===== src/rtl/rv32_pkg.sv =====
// Shared RV32 definitions: datapath width, RV32M funct3 encodings and the
// multiply/divide sequencer state enum.
package rv32_pkg;

  localparam int unsigned XLEN = 32;

  localparam logic [2:0] F3_MUL    = 3'b000;
  localparam logic [2:0] F3_MULH   = 3'b001;
  localparam logic [2:0] F3_MULHSU = 3'b010;
  localparam logic [2:0] F3_MULHU  = 3'b011;
  localparam logic [2:0] F3_DIV    = 3'b100;
  localparam logic [2:0] F3_DIVU   = 3'b101;
  localparam logic [2:0] F3_REM    = 3'b110;
  localparam logic [2:0] F3_REMU   = 3'b111;

  typedef enum logic [1:0] {
    StIdle,
    StPrep,
    StCalc,
    StFin
  } muldiv_state_e;

endpackage


===== src/rtl/muldiv_abs_sign.sv =====
// Conditional two's-complement negation: magnitude of a signed operand, or a
// forced negation when applying a recorded result sign.
module muldiv_abs_sign #(
  parameter int unsigned W = 32
) (
  input  logic [W-1:0] value,
  input  logic         is_signed,
  input  logic         force_neg,
  output logic [W-1:0] magnitude
);

  logic neg;

  assign neg       = (is_signed & value[W-1]) | force_neg;
  assign magnitude = neg ? ({W{1'b0}} - value) : value;

endmodule


===== src/rtl/muldiv_sequencer.sv =====
// Iterative RV32M multiply/divide unit: shift-add multiply and restoring
// division on operand magnitudes, one bit per cycle, sign fixed up at the end.
module muldiv_sequencer
  import rv32_pkg::*;
(
  input  logic            clk,
  input  logic            rst,
  input  logic            start,
  input  logic [2:0]      funct3,
  input  logic [XLEN-1:0] in_1,
  input  logic [XLEN-1:0] in_2,
  input  logic            flush,
  output logic            busy,
  output logic            done,
  output logic [XLEN-1:0] result_out,
  output logic            div_zero
);

  localparam int unsigned CntW = $clog2(XLEN);
  localparam logic [XLEN-1:0] MinNeg = {1'b1, {(XLEN-1){1'b0}}};

  muldiv_state_e   state_q, state_d;
  logic [CntW-1:0] cnt_q, cnt_d;
  logic [2:0]      op_q, op_d;
  logic [XLEN-1:0] opa_q, opa_d;
  logic [XLEN-1:0] opb_q, opb_d;
  logic [XLEN-1:0] m_q, m_d;
  logic [2*XLEN-1:0] acc_q, acc_d;
  logic            neg_q, neg_d;
  logic            dz_q, dz_d;
  logic            done_q, done_d;
  logic [XLEN-1:0] result_q, result_d;
  logic            div_zero_q, div_zero_d;

  logic is_div, is_rem, a_signed, b_signed, sign_a, sign_b, accept;
  logic [XLEN-1:0] mag_a, mag_b;
  logic [XLEN:0]   mul_sum, div_shift, div_diff;
  logic [2*XLEN-1:0] mul_next, div_next, fin_val, fin_mag;

  assign is_div   = op_q[2];
  assign is_rem   = op_q[2] & op_q[1];
  assign a_signed = (op_q == F3_MUL) | (op_q == F3_MULH) | (op_q == F3_MULHSU) |
                    (op_q == F3_DIV) | (op_q == F3_REM);
  assign b_signed = (op_q == F3_MUL) | (op_q == F3_MULH) | (op_q == F3_DIV) |
                    (op_q == F3_REM);
  assign sign_a   = a_signed & opa_q[XLEN-1];
  assign sign_b   = b_signed & opb_q[XLEN-1];

  muldiv_abs_sign #(.W(XLEN)) u_abs_a (
    .value     (opa_q),
    .is_signed (a_signed),
    .force_neg (1'b0),
    .magnitude (mag_a)
  );

  muldiv_abs_sign #(.W(XLEN)) u_abs_b (
    .value     (opb_q),
    .is_signed (b_signed),
    .force_neg (1'b0),
    .magnitude (mag_b)
  );

  // Multiply: acc = {partial product high, remaining multiplier bits}.
  assign mul_sum  = {1'b0, acc_q[2*XLEN-1:XLEN]} + (acc_q[0] ? {1'b0, m_q} : '0);
  assign mul_next = {mul_sum, acc_q[XLEN-1:1]};

  // Divide: acc = {partial remainder, dividend bits shifting into quotient}.
  assign div_shift = {acc_q[2*XLEN-1:XLEN], acc_q[XLEN-1]};
  assign div_diff  = div_shift - {1'b0, m_q};
  assign div_next  = div_diff[XLEN] ? {div_shift[XLEN-1:0], acc_q[XLEN-2:0], 1'b0}
                                    : {div_diff[XLEN-1:0], acc_q[XLEN-2:0], 1'b1};

  // Full-width negation so MULH* see the correct high word of a negative product.
  assign fin_val = !is_div ? acc_q
                 : {{XLEN{1'b0}}, (is_rem ? acc_q[2*XLEN-1:XLEN] : acc_q[XLEN-1:0])};

  muldiv_abs_sign #(.W(2*XLEN)) u_fin_neg (
    .value     (fin_val),
    .is_signed (1'b0),
    .force_neg (neg_q),
    .magnitude (fin_mag)
  );

  assign busy   = (state_q != StIdle) | done_q;
  assign accept = start & ~busy & ~flush;

  always_comb begin
    state_d    = state_q;
    cnt_d      = cnt_q;
    op_d       = op_q;
    opa_d      = opa_q;
    opb_d      = opb_q;
    m_d        = m_q;
    acc_d      = acc_q;
    neg_d      = neg_q;
    dz_d       = dz_q;
    done_d     = 1'b0;
    result_d   = result_q;
    div_zero_d = div_zero_q;

    unique case (state_q)
      StIdle: begin
        if (accept) begin
          op_d    = funct3;
          opa_d   = in_1;
          opb_d   = in_2;
          state_d = StPrep;
        end
      end
      StPrep: begin
        neg_d = is_rem ? sign_a : (sign_a ^ sign_b);
        dz_d  = 1'b0;
        cnt_d = '0;
        if (is_div && (opb_q == '0)) begin
          acc_d   = {opa_q, {XLEN{1'b1}}};
          neg_d   = 1'b0;
          dz_d    = 1'b1;
          state_d = StFin;
        end else if (is_div && !op_q[0] && (opa_q == MinNeg) && (opb_q == '1)) begin
          acc_d   = {{XLEN{1'b0}}, MinNeg};
          neg_d   = 1'b0;
          state_d = StFin;
        end else if (is_div) begin
          m_d     = mag_b;
          acc_d   = {{XLEN{1'b0}}, mag_a};
          state_d = StCalc;
        end else begin
          m_d     = mag_a;
          acc_d   = {{XLEN{1'b0}}, mag_b};
          state_d = StCalc;
        end
      end
      StCalc: begin
        acc_d = is_div ? div_next : mul_next;
        cnt_d = cnt_q + CntW'(1);
        if (cnt_q == CntW'(XLEN - 1)) begin
          state_d = StFin;
        end
      end
      StFin: begin
        if (op_q == F3_MUL || is_div) begin
          result_d = fin_mag[XLEN-1:0];
        end else begin
          result_d = fin_mag[2*XLEN-1:XLEN];
        end
        div_zero_d = dz_q;
        done_d     = 1'b1;
        state_d    = StIdle;
      end
      default: state_d = StIdle;
    endcase

    if (flush && (state_q != StIdle)) begin
      state_d    = StIdle;
      done_d     = 1'b0;
      result_d   = result_q;
      div_zero_d = div_zero_q;
    end
  end

  always_ff @(posedge clk or posedge rst) begin
    if (rst) begin
      state_q    <= StIdle;
      cnt_q      <= '0;
      op_q       <= '0;
      opa_q      <= '0;
      opb_q      <= '0;
      m_q        <= '0;
      acc_q      <= '0;
      neg_q      <= 1'b0;
      dz_q       <= 1'b0;
      done_q     <= 1'b0;
      result_q   <= '0;
      div_zero_q <= 1'b0;
    end else begin
      state_q    <= state_d;
      cnt_q      <= cnt_d;
      op_q       <= op_d;
      opa_q      <= opa_d;
      opb_q      <= opb_d;
      m_q        <= m_d;
      acc_q      <= acc_d;
      neg_q      <= neg_d;
      dz_q       <= dz_d;
      done_q     <= done_d;
      result_q   <= result_d;
      div_zero_q <= div_zero_d;
    end
  end

  assign done       = done_q;
  assign result_out = result_q;
  assign div_zero   = div_zero_q;

endmodule

===== config.mk =====
export PLATFORM = sky130hd
export DESIGN_NAME = muldiv_sequencer
export DESIGN_NICKNAME = d
export VERILOG_FILES = /design/src/rtl/rv32_pkg.sv /design/src/rtl/muldiv_abs_sign.sv /design/src/rtl/muldiv_sequencer.sv
export SDC_FILE = /design/constraint.sdc
export NUM_CORES = 1
export LEC_CHECK = 0
export CORE_MARGIN = 1
export CORE_UTILIZATION = 46
export CTS_BUF_LIST = sky130_fd_sc_hd__clkbuf_4 sky130_fd_sc_hd__clkbuf_8
export DETAILED_ROUTE_END_ITERATION = 7
export PLACE_DENSITY = 0.63
export REMOVE_ABC_BUFFERS = 1
export SLEW_MARGIN = 10
export SYNTH_ARGS = -nofsm -noshare
export SYNTH_HDL_FRONTEND = slang
export SYNTH_SLANG_ARGS = --single-unit
export TNS_END_PERCENT = 30

===== constraint.sdc =====
create_clock -name clk -period 8.1 [get_ports clk]
set_input_delay 0.81 -clock clk [delete_from_list [all_inputs] [get_ports clk]]
set_output_delay 0.81 -clock clk [all_outputs]
set_load 0.05 [all_outputs]

[After elaboration in Yosys (flattened, before gate mapping)]
Cells that the tools add are included.
Cells by class
  add/subtract/negate cells: 6
  multiply operators: 0
  divide/modulo/power cells: 0
  order comparisons: 0
  equality and inequality tests: 12
  shift operators: 0
  muxes and demuxes: 27
  bitwise operators: 18
  reduce and logical (&&, ||, !) cells: 16
Operator list (number)
  $mux 64: 5
  $mux 32: 8
  $pmux 64 s2: 1
  $eq 32x32->1 const B: 2
  $sub 1x32->32 const A: 2
  $sub 1x64->64 const A: 1
  $add 32x32->33: 1
  $sub 33x32->33: 1
  $logic_not 32->1: 1
  $pmux 5 s2: 1
  $mux 1: 8
  $pmux 2 s4: 1
  $or 1x1->1: 7
  $eq 3x3->1 const B: 2
  $mux 2: 3
  $ne 3x3->1 const B: 2
  $reduce_and 2->1: 3
  $add 5x1->5 const B: 1
  $and 1x1->1: 5
  $eq 5x5->1 const B: 1
  $logic_and 1x1->1: 5
  $not 1->1: 5
  $eq 2x2->1 const B: 2
  $reduce_bool 2->1: 2
  9 further kinds: 9
Storage, ports and cells
  register bits: 206
  bits in latches: 0
  RAM bits: 0
  bits in read-only memories: 0
  bits of input ports: 71
  output and inout port bits: 35
  word-level logic and storage cells: 91
  memories kept: 0

[Longest topological paths before layout]
  word-level depth: 11
  gate-level depth with buffers: 19
  gate-level depth less buffers: 12

[Modules after synthesis]
From an unflattened synthesis, not the netlist that was laid out.
Unflattened totals
  cell total of the unflattened synthesis: 2156
  area total of the unflattened synthesis: 17917.2 um2
Modules (own cells, without submodules)
  muldiv_sequencer: times used 1, cells each 1702, area an instance 14884.3 um2, sequential area each 5154.9 um2
  muldiv_abs_sign at u_fin_neg: times used 1, cells each 240, area an instance 1631.6 um2, sequential area each 0.0 um2
  muldiv_abs_sign at u_abs_a ...: times used 2, cells each 107, area an instance 700.7 um2, sequential area each 0.0 um2

[Least setup slack after synthesis]
No wires, ideal clock.
  path kind: flip-flop to flip-flop
  start: register op_q[2]
  end: register result_q[26] (netlist: result_out[26])
  setup time: 121 ps
  arrival: 4423 ps
  slack: 3556 ps
  stages on the path, launching flop included: 18
  buffers on the path: 5
  clock period less this slack: 4544 ps
  cell sequence: dfrtp_1 > buf_6 > and2_1 > buf_2 > buf_1 > clkbuf_1 > clkbuf_1 > mux2i_1 > ha_1 > inv_1 > a211oi_1 > nand4b_1 > nor3_1 > or4b_1 > or2_2 > a21oi_1 > o2bb2ai_1 > a22o_1
Between the ends
  word-level cells in the longest chain between the ends: 6
  elaborated cells between the ends (all ways): 8
  those cells by class: 1 x add/sub; 4 x mux; 1 x bitwise; 2 x reduce/logical
Ends and longest elaborated chain
  start, declared: line muldiv_sequencer.sv:24  | logic [2:0] op_q, op_d;
  start signal, assigned: line muldiv_sequencer.sv:178  | op_q <= op_d;
  $and 1x1->1: line muldiv_sequencer.sv:41  | assign is_rem = op_q[2] & op_q[1];
  $mux 32: line muldiv_sequencer.sv:75  | : {{XLEN{1'b0}}, (is_rem ? acc_q[2*XLEN-1:XLEN] : acc_q[XLEN-1:0])};
  $mux 64: line muldiv_sequencer.sv:74  | assign fin_val = !is_div ? acc_q
  $sub 1x64->64: line muldiv_abs_sign.sv:15  | assign magnitude = neg ? ({W{1'b0}} - value) : value;
  $mux 64: line muldiv_abs_sign.sv:15
  $mux 32 (*): line muldiv_sequencer.sv:141  | if (op_q == F3_MUL || is_div) begin
  end signal, assigned: line muldiv_sequencer.sv:186  | result_q <= result_d;
  end, declared: line muldiv_sequencer.sv:32  | logic [XLEN-1:0] result_q, result_d;
Every way passes the cells marked *; elsewhere a longest branch is shown, timed or not.
A chain may end at the register's enable or synchronous reset.

[Worst setup path after layout]
Same ends and word-level chain as after synthesis.

==> reports/qor.yml <==
synth-edff-count: 0
worstRegToRegCells: 13
min_path_cells: 2
synth_top_area_share_pct: 29.3
maxCapViolCount: 0
area_growth_pct: 12.8
yosysWarnings: 0
pre_cts_ws_ns: 3.22
period_minus_slack_ns: 4.97
synth_area_leaders: "dfrtp_1, mux2_2, o21ai_0"
hold_class: "reg -> reg"
clock_skew_ns: 0.0479
cts_buffers: 41
yosysSeqAreaShare_pct: 29.3
r2r-end: "result_out[26]$_DFFE_PP0P_"
clk_path_buf_depth: 3
grt_pass1_wl_mm: 95.7
post_cts_buffers: 0
cp.required_ns: 8.67
final_common_cell: "nand2_1"
multi_input_area_um2: 11600
gp_congestion: 1.05
clkSlewWorstSetupHoldPaths_ns: 0.06
worstSetupPathType: "reg -> reg"
tightest_slew_ns: 1.03
start_util_pct: 46.7
port_buffers: 105
globalRouteMet3Util_pct: 4.54
wl_per_cell_um: 22.7
ir_drop_v: 0.000241
pwr_density_cell_nw_per_um2: 515
grt_use_met2_pct: 48.9
synth.avg_cell_area_um2: 8.11
setup_viol: 0
grt_use_total_pct: 32.2
final_cell_mix: "nand2_1, dfrtp_1, o21ai_0, a21oi_1, nor2_1"
cp_max_fo: 58
final_nets: 2355
ios: 106
cp-end-kind: "flip-flop"
num_vias: 17000
cts_sinks: 206
busiest_layer: "met2"
fill_cells: 3691
crit_start: "op_q[2]$_DFFE_PP0P_"
outcome: "finished clean"
dieArea_um2: 39000
relSlewSlack_pct: 30.4
antennaDiodeCount: 0
crit_end: "result_out[26]$_DFFE_PP0P_"
std_cell_rows: 71
synth_seq_cells: 206
synth_area_um2: 17600
fin_ws_ns: 3.13
antenna_found_initial: 0
netlist_instances: 2169
dpl.hpwl_mm: 46.7
die_y_um: 198
yosysTopAreaCell: "dfrtp_1"
synthDistinctLibCells: 82
regArea_um2: 5160
drt_iter0_drc: 1443
dominantRegCellSynth: "dfrtp_1"
drive_gt1_share_pct: 10.3
fmax_mhz: 201
r2r_start: "op_q[2]$_DFFE_PP0P_"
drc: 0
die_w_um: 198
finish.utilization_pct: 52.7
hold_viol: 0
place_area_um2: 19000
r2r_slack_ns: 3.13
startpoint_type: "flip-flop"
tritoncts: "done"
routed_wl_mm: 62.5
coreArea_um2: 37700
viasPerCell: 6.20
cp.arrival_ns: 5.53
period_share_pct: 61.3
final_max_slew_viol_count: 0
root_buffer: "clkbuf_8"
cts_resized: 0
grt_overflow: 0
met1_usage_pct: 45.7
fin_area_um2: 19800
h-tree-depth: 2
grt_pass1_vias: 16000
postRouteAntennaNets: 0
async_reset_ff_share_pct: 100
rsz0062_at_grt: "false"
clock_latency_ns: 0.63
ctsHoldBuffers: 0
leakage_nw: 8.24
firstDrtPassIters: 6
grt_max_degree: 99
==> cell type report <==
class,count,area share [%]
multi-input cells,1741,58.3
clock inverters,9,0.404
well taps,511,3.22
repair buffers,138,6.55
inverters,80,1.55
clock buffers,63,3.93
flip-flops and latches,206,26.0
==> state kept, by name (all words and copies together) (netlist names) <==
| register | flops |
|---|---|
| acc_q | 64 |
| cnt_q | 5 |
| div_zero | 1 |
| done | 1 |
| dz_q | 1 |
| m_q | 32 |
| neg_q | 1 |
| op_q | 3 |
| opa_q | 32 |
| opb_q | 32 |
| result_out | 32 |
| state_q | 2 |
==> critical path, stage by stage, from the launching register on <==
cell       delay [ns]
dfrtp_4          0.89
and2_2           0.25
buf_4            0.52
mux2i_1          0.33
ha_1             0.21
inv_1            0.04
a211oi_1         0.33
nand4b_1         0.24
nor3_1           0.71
or4b_1           0.56
or2_2            0.33
a32oi_1          0.19
o2bb2ai_1        0.14
a22o_1           0.14
==> cells by family after synthesis <==
family | synth area share, %
adder cells (fa/ha/maj) | 5.49
buffers and inverters | 5.00
XOR/XNOR | 7.67
AND/OR/NAND/NOR | 18.1
multiplexers | 9.66
flip-flops | 29.3
AO/OA/AOI/OAI | 24.7
==> routing by layer <==
metal  up-vias  share of wire, %
met3       126               8.9
met4         0               3.6
li1       8003                 -
met5         -                 0
met2       774                43
met1      8142                44
==> where the power goes <==
part	internal [mW]	leakage [nW]	total, mW	switching (mW)
Combinational	2.56	5.25	6.65	4.09
Clock	0.644	0.447	1.15	0.507
Sequential	1.52	2.55	2.42	0.897
==> through the flow <==
step | TNS [ns] | hold slack [ns] | power, mW | std cells
after floorplan | -6.03 | 0.435 | 6.83 | 2027
after global placement | 0 | 0.452 | 8.83 | 2676
after detailed placement | 0 | 0.457 | 8.89 | 2676
after CTS | 0 | 0.469 | 10.1 | 2748
after global routing | 0 | 0.497 | 10.9 | 2748
final | 0 | 0.464 | 10.2 | 2748
==> synth_stat cells, drive strengths merged, types with 9 or more instances <==
cell	number
nor4	14
nand2	213
o22ai	19
nand2b	19
a21oi	184
o21ai	202
mux2	94
ha	74
nor2b	11
and3	17
a31oi	29
o41ai	11
a21o	37
a211oi	22
nor3	46
nand3	34
inv	78
a221oi	9
a211o	16
mux2i	64
dfrtp	206
o31ai	21
xor2	67
xnor2	87
or3	16
nand4	26
clkbuf	111
buf	31
o211ai	30
a22oi	22
and2	45
a221o	9
nor2	180
==> worst min-delay path by stage <==
| stage | start | to | slack (ns) |
|---|---|---|---|
| 6_report | result_out[25]$_DFFE_PP0P_ | result_out[25]$_DFFE_PP0P_ | 0.46 |
| 5_1_grt | result_out[19]$_DFFE_PP0P_ | result_out[19]$_DFFE_PP0P_ | 0.50 |
| 4_1_cts | result_out[25]$_DFFE_PP0P_ | result_out[25]$_DFFE_PP0P_ | 0.47 |
| 3_5_place_dp | result_out[25]$_DFFE_PP0P_ | result_out[25]$_DFFE_PP0P_ | 0.46 |
| 3_3_place_gp | result_out[25]$_DFFE_PP0P_ | result_out[25]$_DFFE_PP0P_ | 0.45 |
| 2_1_floorplan | dz_q$_DFFE_PP0P_ | div_zero$_DFFE_PP0P_ | 0.43 |
Note: power is estimated with default switching activity, not from simulation.
